<file path="config.mk">
export PLATFORM = sky130hd
export DESIGN_NAME = fwd_hazard_unit_flat
export DESIGN_NICKNAME = d
export VERILOG_FILES = /design/src/rtl/fwd_pkg.sv /design/src/rtl/fwd_hazard_unit_if.sv /design/src/rtl/fwd_port_sel.sv /design/src/rtl/fwd_hazard_unit.sv /design/src/flat_wrapper.sv
export SDC_FILE = /design/constraint.sdc
export NUM_CORES = 1
export LEC_CHECK = 0
export ABC_AREA = 0
export CORE_UTILIZATION = 41
export CTS_CLUSTER_SIZE = 40
export DETAILED_ROUTE_END_ITERATION = 16
export PLACE_DENSITY_LB_ADDON = 0.1
export SETUP_SLACK_MARGIN = 0.02
export SLEW_MARGIN = 0
export SYNTH_ARGS = -nofsm -noshare
export SYNTH_HDL_FRONTEND = slang
export SYNTH_SLANG_ARGS = --single-unit
</file>
<file path="constraint.sdc">
create_clock -name cpu_clk -period 6.8 [get_ports cpu_clk]
set_input_delay 2.04 -clock cpu_clk [delete_from_list [all_inputs] [get_ports cpu_clk]]
set_output_delay 2.04 -clock cpu_clk [all_outputs]
set_load 0.02 [all_outputs]
</file>
<file path="src/rtl/fwd_pkg.sv">
// -----------------------------------------------------------------------------
// fwd_pkg
// Shared types for the forwarding / hazard unit:
//   - producer kind encodings (how late a result becomes available)
//   - forward source encodings driven on fwd_src
//   - shadow entry tracked for each of EX, MEM and WB
//   - readiness function: can a given stage forward its value this cycle
// No ports (package).
// -----------------------------------------------------------------------------
package fwd_pkg;

    typedef enum logic [1:0] {
        KIND_ALU  = 2'b00,  // result ready in EX
        KIND_LOAD = 2'b01,  // result ready in MEM
        KIND_LONG = 2'b10   // result ready in EX after LONG_LAT cycles
    } kind_e;

    typedef enum logic [1:0] {
        SRC_RF  = 2'b00,
        SRC_EX  = 2'b01,
        SRC_MEM = 2'b10,
        SRC_WB  = 2'b11
    } src_e;

    typedef enum logic [1:0] {
        STG_EX  = 2'b00,
        STG_MEM = 2'b01,
        STG_WB  = 2'b10
    } stage_e;

    typedef struct packed {
        logic       valid;
        logic [4:0] rd;
        kind_e      kind;
    } shadow_t;

    localparam logic [4:0] REG_X0 = 5'd0;

    // A LONG op only leaves EX once its occupancy has expired, so by MEM its
    // value is as final as an ALU or LOAD result.
    function automatic logic entry_ready(kind_e kind, stage_e stg, logic cnt_zero);
        logic rdy;
        case (stg)
            STG_EX:  rdy = (kind == KIND_ALU) || ((kind == KIND_LONG) && cnt_zero);
            STG_MEM: rdy = (kind == KIND_ALU) || (kind == KIND_LOAD) || (kind == KIND_LONG);
            default: rdy = 1'b1;
        endcase
        return rdy;
    endfunction

endpackage

</file>
<file path="src/rtl/fwd_hazard_unit_if.sv">
// -----------------------------------------------------------------------------
// fwd_hazard_unit_if
// Bundle between the ID stage of the pipeline and the forwarding/hazard unit.
//   master (pipeline): drives ID instruction info, flush, RF read data and the
//                      per-stage write-back values; receives stall, ex_hold
//                      and the forwarded operands.
//   slave  (unit)    : the reverse.
// Read port p uses id_rs[5p+4:5p], fwd_src[2p+1:2p], *_data[XLEN*p +: XLEN].
// -----------------------------------------------------------------------------
interface fwd_hazard_unit_if #(
    parameter int XLEN   = 32,
    parameter int NUM_RD = 2
);
    logic                     id_valid;
    logic [NUM_RD*5-1:0]      id_rs;
    logic [NUM_RD-1:0]        id_rs_used;
    logic [4:0]               id_rd;
    logic                     id_we;
    logic [1:0]               id_kind;
    logic                     flush;
    logic [NUM_RD*XLEN-1:0]   rf_rdata;
    logic [XLEN-1:0]          ex_result;
    logic [XLEN-1:0]          mem_result;
    logic [XLEN-1:0]          wb_result;
    logic                     stall;
    logic                     ex_hold;
    logic [NUM_RD*2-1:0]      fwd_src;
    logic [NUM_RD*XLEN-1:0]   fwd_data;

    modport master (
        output id_valid, id_rs, id_rs_used, id_rd, id_we, id_kind, flush,
               rf_rdata, ex_result, mem_result, wb_result,
        input  stall, ex_hold, fwd_src, fwd_data
    );

    modport slave (
        input  id_valid, id_rs, id_rs_used, id_rd, id_we, id_kind, flush,
               rf_rdata, ex_result, mem_result, wb_result,
        output stall, ex_hold, fwd_src, fwd_data
    );
endinterface

</file>
<file path="src/rtl/fwd_port_sel.sv">
// -----------------------------------------------------------------------------
// fwd_port_sel
// One ID read port: matches its source register against the EX/MEM/WB shadow
// entries (youngest first), selects the forward source and operand value, and
// flags a hazard when the youngest producer is not ready yet.
//   rs, rs_used                  : register index and "port really reads"
//   ex_ent, mem_ent, wb_ent      : shadow entries per stage
//   cnt_zero                     : long-op counter in EX has expired
//   rf_data, *_result            : candidate operand values
//   src, data, hazard            : selected source, operand, hazard flag
// -----------------------------------------------------------------------------
module fwd_port_sel
    import fwd_pkg::*;
#(
    parameter int XLEN = 32
) (
    input  logic [4:0]      rs,
    input  logic            rs_used,
    input  shadow_t         ex_ent,
    input  shadow_t         mem_ent,
    input  shadow_t         wb_ent,
    input  logic            cnt_zero,
    input  logic [XLEN-1:0] rf_data,
    input  logic [XLEN-1:0] ex_result,
    input  logic [XLEN-1:0] mem_result,
    input  logic [XLEN-1:0] wb_result,
    output logic [1:0]      src,
    output logic [XLEN-1:0] data,
    output logic            hazard
);

    // The youngest matching stage decides alone: if it is not ready the port
    // waits rather than picking up a stale value from an older stage.
    always_comb begin
        src    = SRC_RF;
        data   = rf_data;
        hazard = 1'b0;
        if (rs_used && (rs != REG_X0)) begin
            if (ex_ent.valid && (ex_ent.rd == rs)) begin
                if (entry_ready(ex_ent.kind, STG_EX, cnt_zero)) begin
                    src  = SRC_EX;
                    data = ex_result;
                end else begin
                    hazard = 1'b1;
                end
            end else if (mem_ent.valid && (mem_ent.rd == rs)) begin
                if (entry_ready(mem_ent.kind, STG_MEM, cnt_zero)) begin
                    src  = SRC_MEM;
                    data = mem_result;
                end else begin
                    hazard = 1'b1;
                end
            end else if (wb_ent.valid && (wb_ent.rd == rs)) begin
                if (entry_ready(wb_ent.kind, STG_WB, cnt_zero)) begin
                    src  = SRC_WB;
                    data = wb_result;
                end else begin
                    hazard = 1'b1;
                end
            end
        end
    end

endmodule

</file>
<file path="src/rtl/fwd_hazard_unit.sv">
// -----------------------------------------------------------------------------
// fwd_hazard_unit
// Forwarding and hazard unit beside the ID stage. Shadows the destination
// registers in EX/MEM/WB, forwards the youngest ready producer to every ID
// read port, and generates the load-use stall and the long-op EX hold.
//   cpu_clk, cpu_rst : clock, asynchronous active-high reset
//   bus (slave)      : ID info, flush, RF data and stage results in;
//                      stall, ex_hold, fwd_src, fwd_data out (combinational)
// -----------------------------------------------------------------------------
module fwd_hazard_unit
    import fwd_pkg::*;
#(
    parameter int XLEN     = 32,
    parameter int NUM_RD   = 2,
    parameter int LONG_LAT = 4
) (
    input  logic             cpu_clk,
    input  logic             cpu_rst,
    fwd_hazard_unit_if.slave bus
);

    localparam int              CNT_W    = $clog2(LONG_LAT + 1);
    localparam logic [CNT_W-1:0] CNT_LOAD = CNT_W'(LONG_LAT - 1);

    shadow_t           ex_ent_p0;
    shadow_t           mem_ent_p1;
    shadow_t           wb_ent_p2;
    shadow_t           id_ent;
    logic [CNT_W-1:0]  cnt;
    logic              cnt_zero;
    logic              ex_hold;
    logic              stall;
    logic              issue;
    logic              issue_long;
    logic [NUM_RD-1:0] port_hazard;

    // x0 is never tracked, and neither is an instruction that does not write.
    always_comb begin
        id_ent.valid = bus.id_we && (bus.id_rd != REG_X0);
        id_ent.rd    = bus.id_rd;
        id_ent.kind  = kind_e'(bus.id_kind);
    end

    assign cnt_zero   = (cnt == '0);
    assign ex_hold    = ex_ent_p0.valid && (ex_ent_p0.kind == KIND_LONG) && !cnt_zero;
    assign stall      = ex_hold || (bus.id_valid && (|port_hazard));
    assign issue      = bus.id_valid && !stall && !bus.flush;
    assign issue_long = issue && (kind_e'(bus.id_kind) == KIND_LONG);

    assign bus.stall   = stall;
    assign bus.ex_hold = ex_hold;

    for (genvar p = 0; p < NUM_RD; p++) begin : g_port
        logic [1:0]      src;
        logic [XLEN-1:0] data;

        fwd_port_sel #(.XLEN(XLEN)) u_sel (
            .rs         (bus.id_rs[5*p +: 5]),
            .rs_used    (bus.id_rs_used[p]),
            .ex_ent     (ex_ent_p0),
            .mem_ent    (mem_ent_p1),
            .wb_ent     (wb_ent_p2),
            .cnt_zero   (cnt_zero),
            .rf_data    (bus.rf_rdata[XLEN*p +: XLEN]),
            .ex_result  (bus.ex_result),
            .mem_result (bus.mem_result),
            .wb_result  (bus.wb_result),
            .src        (src),
            .data       (data),
            .hazard     (port_hazard[p])
        );

        assign bus.fwd_src[2*p +: 2]        = src;
        assign bus.fwd_data[XLEN*p +: XLEN] = data;
    end

    // ID -> EX(p0) -> MEM(p1) -> WB(p2). While a long op holds EX, MEM takes
    // bubbles and WB keeps draining; a flushed or stalled ID becomes a bubble.
    always_ff @(posedge cpu_clk or posedge cpu_rst) begin
        if (cpu_rst) begin
            ex_ent_p0  <= '0;
            mem_ent_p1 <= '0;
            wb_ent_p2  <= '0;
            cnt        <= '0;
        end else if (ex_hold) begin
            cnt        <= cnt - CNT_W'(1);
            mem_ent_p1 <= '0;
            wb_ent_p2  <= mem_ent_p1;
        end else begin
            if (issue) begin
                ex_ent_p0 <= id_ent;
            end else begin
                ex_ent_p0 <= '0;
            end
            mem_ent_p1 <= ex_ent_p0;
            wb_ent_p2  <= mem_ent_p1;
            if (issue_long) begin
                cnt <= CNT_LOAD;
            end
        end
    end

endmodule

</file>
<file path="src/flat_wrapper.sv">
// flat-port wrapper written by rule: the top's interface ports become plain ports
module fwd_hazard_unit_flat import fwd_pkg::*;
#(
    parameter int XLEN     = 32,
    parameter int NUM_RD   = 2,
    parameter int LONG_LAT = 4
)
  (cpu_clk, cpu_rst, bus_id_valid, bus_id_rs, bus_id_rs_used, bus_id_rd, bus_id_we, bus_id_kind, bus_flush, bus_rf_rdata, bus_ex_result, bus_mem_result, bus_wb_result, bus_stall, bus_ex_hold, bus_fwd_src, bus_fwd_data);
  fwd_hazard_unit_if #(.XLEN(XLEN), .NUM_RD(NUM_RD)) bus_i ();
  input  logic cpu_clk;
  input  logic cpu_rst;
  input wire logic [$bits(bus_i.id_valid)-1:0] bus_id_valid;
  input wire logic [$bits(bus_i.id_rs)-1:0] bus_id_rs;
  input wire logic [$bits(bus_i.id_rs_used)-1:0] bus_id_rs_used;
  input wire logic [$bits(bus_i.id_rd)-1:0] bus_id_rd;
  input wire logic [$bits(bus_i.id_we)-1:0] bus_id_we;
  input wire logic [$bits(bus_i.id_kind)-1:0] bus_id_kind;
  input wire logic [$bits(bus_i.flush)-1:0] bus_flush;
  input wire logic [$bits(bus_i.rf_rdata)-1:0] bus_rf_rdata;
  input wire logic [$bits(bus_i.ex_result)-1:0] bus_ex_result;
  input wire logic [$bits(bus_i.mem_result)-1:0] bus_mem_result;
  input wire logic [$bits(bus_i.wb_result)-1:0] bus_wb_result;
  output wire logic [$bits(bus_i.stall)-1:0] bus_stall;
  output wire logic [$bits(bus_i.ex_hold)-1:0] bus_ex_hold;
  output wire logic [$bits(bus_i.fwd_src)-1:0] bus_fwd_src;
  output wire logic [$bits(bus_i.fwd_data)-1:0] bus_fwd_data;
  assign bus_i.id_valid = bus_id_valid;
  assign bus_i.id_rs = bus_id_rs;
  assign bus_i.id_rs_used = bus_id_rs_used;
  assign bus_i.id_rd = bus_id_rd;
  assign bus_i.id_we = bus_id_we;
  assign bus_i.id_kind = bus_id_kind;
  assign bus_i.flush = bus_flush;
  assign bus_i.rf_rdata = bus_rf_rdata;
  assign bus_i.ex_result = bus_ex_result;
  assign bus_i.mem_result = bus_mem_result;
  assign bus_i.wb_result = bus_wb_result;
  assign bus_stall = bus_i.stall;
  assign bus_ex_hold = bus_i.ex_hold;
  assign bus_fwd_src = bus_i.fwd_src;
  assign bus_fwd_data = bus_i.fwd_data;
  fwd_hazard_unit #(.XLEN(XLEN), .NUM_RD(NUM_RD), .LONG_LAT(LONG_LAT)) u_core (.cpu_clk(cpu_clk), .cpu_rst(cpu_rst), .bus(bus_i));
endmodule
</file>
# Yosys cells after proc, flatten, opt, wreduce, memory -nomap -nowiden
# Index checks and enable logic that the tools add are counted.
[word_totals] register_bits=25 input_bits=184 out_inout_bits=70 word_cells=115
[op_classes] add_sub_neg=1 n_eq_ne=10 n_mux=64 reduce_logical=31
[op_table] operator="$mux W32" n=14
[op_table] operator="$mux W1" n=34
[op_table] operator="$eq A5 B5 Y1" n=6
[op_table] operator="$mux W2" n=12
[op_table] operator="$logic_and A1 B1 Y1" n=16
[op_table] operator="$mux W8" n=2
[op_table] operator="$reduce_bool A5 Y1" n=3
[op_table] operator="$eq A2 B2 Y1 const B" n=3
[op_table] operator="$mux W3" n=2
[op_table] operator="$logic_not A2 Y1" n=2
[op_table] operator="$logic_or A1 B1 Y1" n=4
[op_table] operator="$logic_not A1 Y1" n=3
[op_table] operator="$logic_not A3 Y1" n=1
[op_table] operator="$sub A3 B1 Y3 const B" n=1
[op_table] operator="$eq A2 B1 Y1 const B" n=1
[op_table] operator="$reduce_bool A2 Y1" n=1
[op_table] operator="$reduce_or A2 Y1" n=1

# Longest topological paths before layout
# Gate-level depths: netlist (run 1).
[logic_depth] word_depth=20 mapped_depth=10 ltp_nobuf=9

# Modules after synthesis
# From an unflattened synthesis (run 1), not the netlist that was laid out.
[unflattened] cells_unflattened=483 hier_area_um2=3723.6
[modules_own_cells] module="fwd_port_sel" instances=2 cells_per_inst=200 area_each_um2=1327.5
[modules_own_cells] module="fwd_hazard_unit" instances=1 cells_per_inst=83 area_each_um2=1068.5

# Worst setup path before layout (run 1)
# No wires, ideal clock.
[synth_path] path_type="input to output" from="input port bus_id_rs[4]" to="output port bus_fwd_src[0]" arrival_ps=3751 required_ps=4760 setup_slack_ps=1009 path_stages=7 cell_sequence="xor2_1 > nor4_1 > nand3_1 > nor2_1 > clkbuf_1 > nand2_1 > a21boi_0"
[synth_via] elab_chain_len=6 word_cells_on_any_way=12 cone_classes="eq/ne (3); mux (4); reduce/logical (5)"
[synth_lines] item="from (decl)" line="flat_wrapper.sv:13" rtl="input wire logic [$bits(bus_i.id_rs)-1:0] bus_id_rs;"
[synth_lines] item="$eq A5 B5 Y1" line="fwd_port_sel.sv:53" rtl="end else if (wb_ent.valid && (wb_ent.rd == rs)) begin"
[synth_lines] item="$logic_and A1 B1 Y1" line="fwd_port_sel.sv:53"
[synth_lines] item="$mux W2" line="fwd_port_sel.sv:53"
[synth_lines] item="$mux W2" line="fwd_port_sel.sv:46" rtl="end else if (mem_ent.valid && (mem_ent.rd == rs)) begin"
[synth_lines] item="$mux W2" line="fwd_port_sel.sv:39" rtl="if (ex_ent.valid && (ex_ent.rd == rs)) begin"
[synth_lines] item="$mux W2 (*)" line="fwd_port_sel.sv:38" rtl="if (rs_used && (rs != REG_X0)) begin"
[synth_lines] item="to (decl)" line="flat_wrapper.sv:25" rtl="output wire logic [$bits(bus_i.fwd_src)-1:0] bus_fwd_src;"
# Every way passes the cells marked *; elsewhere a longest branch is shown, timed or not.

# Final worst setup path (run 1)
[layout_path] from="input port bus_id_rs[3]" to="output port bus_fwd_data[17]"
[layout_via] elab_chain_len=6 word_cells_on_any_way=12 cone_classes="eq/ne (3); mux (4); reduce/logical (5)"
[layout_lines] item="$eq A5 B5 Y1" line="fwd_port_sel.sv:53"
[layout_lines] item="$logic_and A1 B1 Y1" line="fwd_port_sel.sv:53"
[layout_lines] item="$mux W32" line="fwd_port_sel.sv:53"
[layout_lines] item="$mux W32" line="fwd_port_sel.sv:46"
[layout_lines] item="$mux W32" line="fwd_port_sel.sv:39"
[layout_lines] item="$mux W32 (*)" line="fwd_port_sel.sv:38"
[layout_lines] item="to (decl)" line="flat_wrapper.sv:26" rtl="output wire logic [$bits(bus_i.fwd_data)-1:0] bus_fwd_data;"
# Marks and branches as above.

==> metrics.yaml, run 1 <==
grt_max_degree: 68
grt_pass1_wl_um: 28000
min_period_over_period_pct: 98.9
cts-buffers-inserted: 3
final_cell_mix: "clkdlybuf4s50_1, nand2_1, and3_1"
ys_types: 50
min_path_type: "reg2reg"
place_ws_ns: -0.0282
gp_congestion: 0.903
wirelength_um: 18800
synth_top_family_by_area: "compound AO/OA/AOI/OAI gates"
synth-xor-area-share_pct: 6.70
tightest_slew_ns: 1.10
crit_fanout: 32
whs_path_depth: 0
ys_seq_area_share_pct: 15.5
syn_inst: 563
vdd_ir_drop_max_v: 0.000117
clock_sinks: 25
switchingPower_w: 0.000184
drv_slew: 0
synthTopCellsByArea: "dfrtp_1, and3_1, nand2_1"
setup_ws_ns: 0.0763
min_period_ns: 6.72
power_w: 0.000557
rrSetupSlack_ns: 4.32
synth_compound_area_share_pct: 36.8
worstSetupPathType: "in2out"
core-area_um2: 9370
design_area_um2: 6950
num_rows: 35
yosys_warnings: 0
ff2ff_path_depth: 10
clk_pin_slew_ns: 0.08
syn-num-nets: 749
outcome: "finished clean"
cts_root_buffer: "clkbuf_8"
die_w_um: 101
antenna_found_initial: 0
syn2layout_area_growth_pct: 72.3
dr_total_vias: 5693
track_usage_pct: 34.2
drive_gt1_share_pct: 7.57
synth_mux_area_share_pct: 0.248
p_per_area_nw_per_um2: 80.3
cts_tree: "yes"
clkPwrFrac_pct: 15.1
globalRoute.totalOverflow: 0
clock.fmax_mhz: 149
synth_seq_cells: 25
internal_power_w: 0.000374
ios: 254
worstPathArrival_ns: 4.68
syn_area_um2: 4030
route.detailed.drc: 0
initialDrtViolationCount: 428
layout_commonest_cell: "clkdlybuf4s50_1"
startpoint_type: "input pin"
relSlewSlack_pct: 26.6
die_area_um2: 10200
hpwlAfterDp_um: 13500
synth-edff-count: 0
p_seq_share_pct: 29.4
initial_core_util_pct: 43.0
clk_latency_ns: 0.26
diodes: 0
first_global_vias: 5549
die_y_um: 101
viasPerCell: 6.17
ant_nets: 0
avgRoutedWirePerCell_um: 20.4
fin_setup_tns_ns: 0
synth_top_area_share_pct: 15.5
fin_util_pct: 74.1
htree_levels: 1
hold_violations: 0
cp-end-kind: "output pin"
port_buffers: 253
synth-async-reset-ratio_pct: 100
p_leak_nw: 3.64
setup_viol: 0
maxCapViolCount: 0
cp.required_ns: 4.76
pwr-share-comb_pct: 55.5
yosys.area_share.simple_pct: 32.2
drtPass1Iterations: 5
netSwitchingFraction_pct: 32.9
synth_ff_type: "dfrtp_1"
yosysTopAreaCell: "dfrtp_1"
dpl_cell_area_um2: 6740
fin_skew_ns: 0.00237
cts_buffer_depth: 2
synth_adder_area_share_pct: 0.621
avgSynthCellArea_um2: 7.16
final_nets: 980
kinds of logic (layout without fill, tap and decap cells):
kind of cell | after synthesis | after routing
AO/OA/AOI/OAI | 181 | 182
XOR/XNOR | 30 | 30
adder cells (fa/ha/maj) | 2 | 2
buffers and inverters | 71 | 300
flip-flops | 25 | 25
multiplexers | 1 | 1
AND/OR/NAND/NOR | 253 | 253
registers in the layout, summed over array words and instances, names as in the netlist:
| signal | count |
|---|---|
| u_core.ex_ent_p0 | 8 |
| u_core.mem_ent_p1 | 8 |
| u_core.cnt | 3 |
| u_core.wb_ent_p2 | 6 |
area by class of cell:
cell class	count	area (um^2)
sequential	25	626
clock buffer	4	45.0
tap	129	161
timing repair buffer	286	2930
multi-input combinational	468	3150
fill	767	2430
inverter	10	37.5
stage by stage:
step / instances / hold WS (ns)
finish: 922 / 0.407
global route: 922 / 0.425
CTS: 918 / 0.408
detailed placement: 914 / 0.390
global placement: 914 / 0.393
floorplan: 563 / 0.373
cell usage after synthesis (all sizes together), types with 11 or more instances:
master and instances:
dfrtp 25, xor2 14, a211o 33, clkbuf 38, nand3 36, a32o 32
nand2 107, buf 23, and3 65, a31oi 32, a221o 32, a21oi 34
nor2 11, xnor2 16
per-layer routing:
layer | share of wire [%] | wire [um] | GRT usage (%) | vias to the layer above
li1 | - | - | - | 2625
met1 | 37 | 7050 | 40.5 | 2658
met2 | 49 | 9260 | 59.7 | 342
met3 | 9.0 | 1690 | 6.14 | 68
met4 | 4.2 | 795 | 16.8 | 0
met5 | 0 | 0 | 0 | -
critical path: stages:
cell,delay [ns]
clkdlybuf4s50_1,0.50
xnor2_1,0.25
nand4_1,0.21
nor3_4,0.25
nor2_4,0.09
o311ai_4,0.30
buf_12,0.25
a32o_1,0.16
clkdlybuf4s50_1,0.62
worst paths after layout:
path	end	startpoint
max	bus_fwd_data[17]	bus_id_rs[3]
max in group asynchronous	u_core.wb_ent_p2[4]$_DFF_PP0_	cpu_rst
max reg2reg	u_core.cnt[2]$_DFFE_PP0P_	u_core.cnt[0]$_DFFE_PP0P_
min reg2reg	u_core.wb_ent_p2[7]$_DFF_PP0_	u_core.mem_ent_p1[7]$_DFF_PP0_
min in group asynchronous	u_core.ex_ent_p0[4]$_DFFE_PP0N_	cpu_rst
min	u_core.wb_ent_p2[7]$_DFF_PP0_	u_core.mem_ent_p1[7]$_DFF_PP0_
power by group through the flow:
stage	combinational [W]	sequential, W	clock, W
floorplan	0.000123	0.000164	0
global placement	0.000299	0.000166	0
detailed placement	0.000306	0.000167	0
CTS	0.000306	0.000164	0.0000849
global route	0.000329	0.000165	0.0000902
finish	0.000309	0.000164	0.0000843
what timing repair did:
| item | in CTS | in global routing |
|---|---|---|
| hold buffers | 0 | 0 |
| cloned | 0 | 1 |
| gates resized for setup | 10 | 45 |
| endpoints found under the setup margin | 35 | 60 |
| setup buffers | 0 | 3 |
| pin swaps | 1 | 3 |
(Power assumes the default switching activity.)
==> run 2, diff against run 1 <==
CORE_MARGIN = 5   (was default)
==> metrics.yaml, run 2 (same netlist as run 1, synthesis figures left out) <==
whs_path_depth: 0  # unchanged
crit_chain: "clkdlybuf4s50_1, xnor2_1, nand4_1, nor3_4, nor2_4, o311ai_4, buf_6, a32o_1, clkdlybuf4s50_1"  # was clkdlybuf4s50_1, xnor2_1, nand4_1, nor3_4, nor2_4, o311ai_4, buf_12, a32o_1, clkdlybuf4s50_1
wirelength_um: 19600  # was 18800 um
route.detailed.drc: 0  # unchanged
core-area_um2: 9680  # was 9370 um^2
grtUsageMet1_pct: 36.9  # was 40.5%
relSlewSlack_pct: 26.0  # was 26.6%
placed_cells: 928  # was 914
hold_violations: 0  # unchanged
crit_fanout: 15  # was 32
final_cell_mix: "clkdlybuf4s50_1, nand2_1, and3_1"  # unchanged
tightest_slew_ns: 1.11  # was 1.10 ns
cts-buffers-inserted: 3  # unchanged
num_rows: 36  # was 35
layout_commonest_cell: "clkdlybuf4s50_1"  # unchanged
track_usage_pct: 30.4  # was 34.2%
min_to: "u_core.wb_ent_p2[7]$_DFF_PP0_"  # unchanged
first_global_vias: 5713  # was 5549
initialDrtViolationCount: 555  # was 428
netSwitchingFraction_pct: 33.6  # was 32.9%
startpoint_type: "input pin"  # unchanged
met2_usage_pct: 52.6  # was 59.7%
power_w: 0.000566  # was 0.000557 W
drive_gt1_share_pct: 8.74  # was 7.57%
fin_skew_ns: 0.00152  # was 0.00237 ns
die_w_um: 109  # was 101 um
instances_no_fill: 934  # was 922
min_period_ns: 6.69  # was 6.72 ns
p_leak_nw: 3.80  # was 3.64 nW
avgRoutedWirePerCell_um: 21.0  # was 20.4 um
clkPwrFrac_pct: 16.2  # was 15.1%
p_seq_share_pct: 29.0  # was 29.4%
initial_core_util_pct: 41.6  # was 43.0%
worstSetupPathType: "in2out"  # unchanged
dpl_cell_area_um2: 6860  # was 6740 um^2
rsz0062_at_grt: "no"
regToRegEndpoint: "u_core.ex_ent_p0[5]$_DFFE_PP0N_"  # was u_core.cnt[2]$_DFFE_PP0P_
cp.required_ns: 4.76  # about the same
grt_pass1_wl_um: 29100  # was 28000 um
pwr-share-comb_pct: 54.8  # was 55.5%
clock.fmax_mhz: 149  # about the same
cp-end-kind: "output pin"  # unchanged
die_y_um: 109  # was 101 um
worst_hold_slack_ns: 0.430  # was 0.407 ns
globalRoute.totalOverflow: 0  # unchanged
drv_slew: 0  # unchanged
max_stage_delay_ns: 0.61  # was 0.62 ns
vdd_ir_drop_max_v: 0.000128  # was 0.000117 V
viasPerCell: 6.20  # was 6.17
cts_root_buffer: "clkbuf_8"  # unchanged
cpMostUsedCell: "clkdlybuf4s50_1"  # unchanged
globalRouteMet3Util_pct: 5.09  # was 6.14%
diodes: 0  # unchanged
syn2layout_area_growth_pct: 75.9  # was 72.3%
maxCapViolCount: 0  # unchanged
switchingPower_w: 0.000190  # was 0.000184 W
min_period_over_period_pct: 98.4  # was 98.9%
port_buffers: 253  # unchanged
gp_congestion: 0.944  # was 0.903
outcome: "finished clean"  # unchanged
internal_power_w: 0.000376  # was 0.000374 W
final_nets: 988  # was 980
clk_pin_slew_ns: 0.09  # was 0.08 ns
ff2ff_path_depth: 10  # unchanged
ctsHoldBuffers: 0  # unchanged
design_area_um2: 7090  # was 6950 um^2
antenna_found_initial: 0  # unchanged
hpwlAfterDp_um: 14400  # was 13500 um
min_path_type: "reg2reg"  # unchanged
ios: 254  # unchanged
cts_tree: "yes"  # unchanged
setup_viol: 0  # unchanged
clk_latency_ns: 0.27  # was 0.26 ns
worstHoldStart: "u_core.mem_ent_p1[7]$_DFF_PP0_"  # unchanged
cp_slowest_cell: "clkdlybuf4s50_1"  # unchanged
reg.largest.list: "u_core.ex_ent_p0 x8, u_core.mem_ent_p1 x8, u_core.wb_ent_p2 x6"  # unchanged
drtPass1Iterations: 6  # was 5
p_per_area_nw_per_um2: 79.8  # was 80.3 nW/um^2
dr_total_vias: 5787  # was 5693
busiest_layer: "met2"  # unchanged
ant_nets: 0  # unchanged
cts_buffer_depth: 2  # unchanged
r2r_start: "u_core.cnt[0]$_DFFE_PP0P_"  # unchanged
worstPathArrival_ns: 4.65  # was 4.68 ns
clock_sinks: 25  # unchanged
grt_max_degree: 68  # unchanged
fillers: 741  # was 767
htree_levels: 1  # unchanged
rrSetupSlack_ns: 4.24  # was 4.32 ns
die_area_um2: 11900  # was 10200 um^2
## run 2: changes by cell type in the layout (fill, tap and decap cells not counted), sizes merged
| cell | previous run | this run |
|---|---|---|
| clkbuf | 4 | 3 |
| clkdlybuf4s50 | 209 | 202 |
| dlymetal6s2s | 36 | 49 |
| inv | 10 | 11 |
| buf | 33 | 41 |
| dlygate4sd2 | 8 | 2 |
## run 2: stage by stage
stage | worst slack [ns] | utilization [%] | setup TNS, ns
floorplan | 1.01 | - | 0
global placement | -0.0529 | 70.8 | -0.750
detailed placement | -0.105 | 70.8 | -2.30
CTS | 0.0207 | 71.5 | 0
global route | 0.0131 | 73.2 | 0
finish | 0.109 | 73.2 | 0
## run 2: per-layer routing
metal  share of wire, %  routed length [um]  vias to the layer above
li1                   -                   -                     2639
met1                 37                7250                     2725
met2                 49                9610                      363
met3                 10                1960                       60
met4                3.9                 773                        0
met5                  0                   0                        -
## run 2: worst max-delay path, delay by kind of cell
kind / cells / cell delay [ns]
XOR/XNOR: 1 / 0.15
AND/OR/NAND/NOR: 3 / 0.54
AO/OA/AOI/OAI: 2 / 0.49
buffers and inverters: 3 / 1.43
## run 2: how the worst max path moves through the flow
stage / cells past startpoint / startpoint / endpoint / slack [ns]
after floorplan: 7 / bus_id_rs[4] / bus_fwd_src[0] / 1.01
final: 9 / bus_id_rs[3] / bus_fwd_data[27] / 0.11
after global routing: 9 / bus_id_rs[3] / bus_fwd_data[25] / 0.01
after CTS: 10 / bus_id_rs[8] / bus_fwd_data[50] / 0.02
after global placement: 8 / bus_id_rs[6] / bus_fwd_data[53] / -0.05
after detailed placement: 8 / bus_id_rs[6] / bus_fwd_data[42] / -0.11
## run 2: area by class of cell
cell class	count	area, um^2	share of cell area (%)
clock buffers	3	41.3	0.582
repair buffers	294	3050	43.1
inverters	10	37.5	0.529
flip-flops and latches	25	626	8.82
clock inverters	1	8.76	0.124
multi-input cells	468	3160	44.5
well taps	133	166	2.35
## run 2: power groups by stage
stage           Clock, W  Combinational (W)  Sequential, W
6_report       0.0000919           0.000310       0.000164
4_1_cts        0.0000927           0.000311       0.000164
3_3_place_gp           0           0.000301       0.000166
3_5_place_dp           0           0.000308       0.000167
5_1_grt        0.0000992           0.000329       0.000165
2_1_floorplan          0           0.000123       0.000164
## run 2: what timing repair did
item,in CTS,in global routing
endpoints found under the setup margin,35,67
buffers inserted,0,1
pin swaps,1,1
cloned,1,0
resized for setup,3,57
==> run 3, diff against run 2 <==
CORE_UTILIZATION = 40   (was 41)
SYNTH_HIERARCHICAL = 1   (was default)
==> metrics.yaml, run 3 <==
reg.largest.list: "u_core/ex_ent_p0 x8, u_core/mem_ent_p1 x8, u_core/wb_ent_p2 x6"  # was u_core.ex_ent_p0 x8, u_core.mem_ent_p1 x8, u_core.wb_ent_p2 x6
fin_util_pct: 74.0  # was 73.2%
cts_root_buffer: "clkbuf_8"  # unchanged
ff2ff_path_depth: 12  # was 10
worstPathArrival_ns: 4.68  # was 4.65 ns
netSwitchingFraction_pct: 35.1  # was 33.6%
worstSetupPathType: "in2out"  # unchanged
maxCapViolCount: 0  # unchanged
globalRoute.totalOverflow: 0  # unchanged
vdd_ir_drop_max_v: 0.000151  # was 0.000128 V
drv_slew: 0  # unchanged
setup_ws_ns: 0.0844  # was 0.109 ns
cts_setup_buffers: 0  # unchanged
crit_fanout: 12  # was 15
clk_pin_slew_ns: 0.08  # was 0.09 ns
fin_setup_tns_ns: 0  # unchanged
final_cell_mix: "clkdlybuf4s50_1, nor2_1, dlymetal6s2s_1"  # was clkdlybuf4s50_1, nand2_1, and3_1
antenna_found_initial: 0  # unchanged
cp.required_ns: 4.76  # about the same
p_seq_share_pct: 26.8  # was 29.0%
pwr-share-comb_pct: 59.2  # was 54.8%
port_buffers: 253  # unchanged
diodes: 0  # unchanged
p_per_area_nw_per_um2: 91.6  # was 79.8 nW/um^2
ant_nets: 0  # unchanged
avgRoutedWirePerCell_um: 21.2  # was 21.0 um
regToRegEndpoint: "u_core/cnt[2]$_DFFE_PP0P_"  # was u_core.ex_ent_p0[5]$_DFFE_PP0N_
num_rows: 35  # was 36
avgSynthCellArea_um2: 7.64  # was 7.16 um^2
place_ws_ns: 0.0452  # was -0.105 ns
ios: 254  # unchanged
drtPass1Iterations: 7  # was 6
syn_area_um2: 3670  # was 4030 um^2
viasPerCell: 6.05  # was 6.20
worstHoldStart: "u_core/mem_ent_p1[3]$_DFF_PP0_"  # was u_core.mem_ent_p1[7]$_DFF_PP0_
syn-num-nets: 667  # was 749
cts_buffer_depth: 2  # unchanged
whs_path_depth: 0  # unchanged
htree_levels: 1  # unchanged
min_period_ns: 6.72  # was 6.69 ns
grt_max_degree: 26  # was 68
fillers: 712  # was 741
core-area_um2: 9110  # was 9680 um^2
clk_latency_ns: 0.27  # about the same
yosys_warnings: 6  # was 0
clock_sinks: 25  # unchanged
grt_pass1_wl_um: 26800  # was 29100 um
clock.fmax_mhz: 149  # about the same
min_to: "u_core/wb_ent_p2[3]$_DFF_PP0_"  # was u_core.wb_ent_p2[7]$_DFF_PP0_
p_leak_nw: 3.07  # was 3.80 nW
cp-end-kind: "output pin"  # unchanged
outcome: "finished clean"  # unchanged
initial_core_util_pct: 40.3  # was 41.6%
worst_hold_slack_ns: 0.443  # was 0.430 ns
clkPwrFrac_pct: 13.9  # was 16.2%
ctsHoldBuffers: 0  # unchanged
fin_skew_ns: 0.00774  # was 0.00152 ns
wirelength_um: 18000  # was 19600 um
final_nets: 922  # was 988
switchingPower_w: 0.000216  # was 0.000190 W
power_w: 0.000617  # was 0.000566 W
r2r_start: "u_core/cnt[0]$_DFFE_PP0P_"  # was u_core.cnt[0]$_DFFE_PP0P_
die_w_um: 106  # was 109 um
tightest_slew_ns: 0.890  # was 1.11 ns
internal_power_w: 0.000401  # was 0.000376 W
syn_inst: 481  # was 563
cts_tree: "yes"  # unchanged
cts-buffers-inserted: 3  # unchanged
first_global_vias: 4838  # was 5713
startpoint_type: "input pin"  # unchanged
rsz0062_at_grt: "no"  # unchanged
relSlewSlack_pct: 40.6  # was 26.0%
hold_violations: 0  # unchanged
layout_commonest_cell: "clkdlybuf4s50_1"  # unchanged
initialDrtViolationCount: 386  # was 555
min_period_over_period_pct: 98.8  # was 98.4%
min_path_type: "reg2reg"  # unchanged
route.detailed.drc: 0  # unchanged
die_area_um2: 11200  # was 11900 um^2
cts_resized: 0  # was 3
syn2layout_area_growth_pct: 83.5  # was 75.9%
setup_viol: 0  # unchanged
track_usage_pct: 29.5  # was 30.4%
dr_total_vias: 5116  # was 5787
gp_congestion: 0.936  # was 0.944
crit_path_start: "bus_id_rs[1]"  # was bus_id_rs[3]
drive_gt1_share_pct: 12.9  # was 8.74%
rrSetupSlack_ns: 4.24  # about the same
hpwlAfterDp_um: 14200  # was 14400 um
die_y_um: 106  # was 109 um
run 3: cell count changes in the layout (fill, tap and decap cells not counted), sizes merged, moves of 34 or more:
cell	before	now
o21ai	5	46
a211o	34	0
nand2	107	23
o221ai	0	38
and3	65	0
a22oi	1	38
nor2	11	74
run 3: stage by stage:
stage	area [um^2]	cells
6_report	6740	846
5_1_grt	6740	846
4_1_cts	6610	846
3_5_place_dp	6570	842
3_3_place_gp	6570	842
2_1_floorplan	3670	481
run 3: final cells by class:
type	instances	area, um^2	area share (%)
flip-flops and latches	25	626	9.28
repair buffers	290	3070	45.6
multi-input cells	384	2740	40.6
inverters	32	120	1.78
clock buffers	4	45.0	0.668
well taps	111	139	2.06
run 3: how the worst max path moves through the flow:
stage	to	cells after the start
4_1_cts	bus_fwd_data[30]	9
2_1_floorplan	bus_fwd_data[10]	7
3_5_place_dp	bus_fwd_data[30]	9
6_report	bus_fwd_data[25]	9
3_3_place_gp	bus_fwd_data[9]	10
5_1_grt	bus_fwd_data[19]	10
run 3: power by group through the flow:
| stage | sequential, W | clock (W) | combinational (W) |
|---|---|---|---|
| after floorplan | 0.000166 | 0 | 0.000154 |
| after global placement | 0.000168 | 0 | 0.000359 |
| after detailed placement | 0.000168 | 0 | 0.000366 |
| after CTS | 0.000166 | 0.0000858 | 0.000368 |
| after global routing | 0.000167 | 0.0000921 | 0.000386 |
| final | 0.000166 | 0.0000861 | 0.000366 |
run 3: routing by layer:
metal  part of all wire (%)  global-route usage [%]  wire (um)  up-vias
met5                      0                       0          0        -
met4                    4.2                    12.2        761        0
met3                    8.5                    4.84       1530       57
met2                     50                    51.5       8980      320
met1                     37                    35.9       6690     2379
li1                       -                       -          -     2360
run 3: worst max-delay path, cell delays in order:
cell and delay [ns]:
clkdlybuf4s50_1 0.47, buf_4 0.17, xnor2_1 0.27, nand2_1 0.14, o2111ai_4 0.33, buf_12 0.19
o22ai_1 0.09, a221oi_2 0.31, clkdlybuf4s50_1 0.65
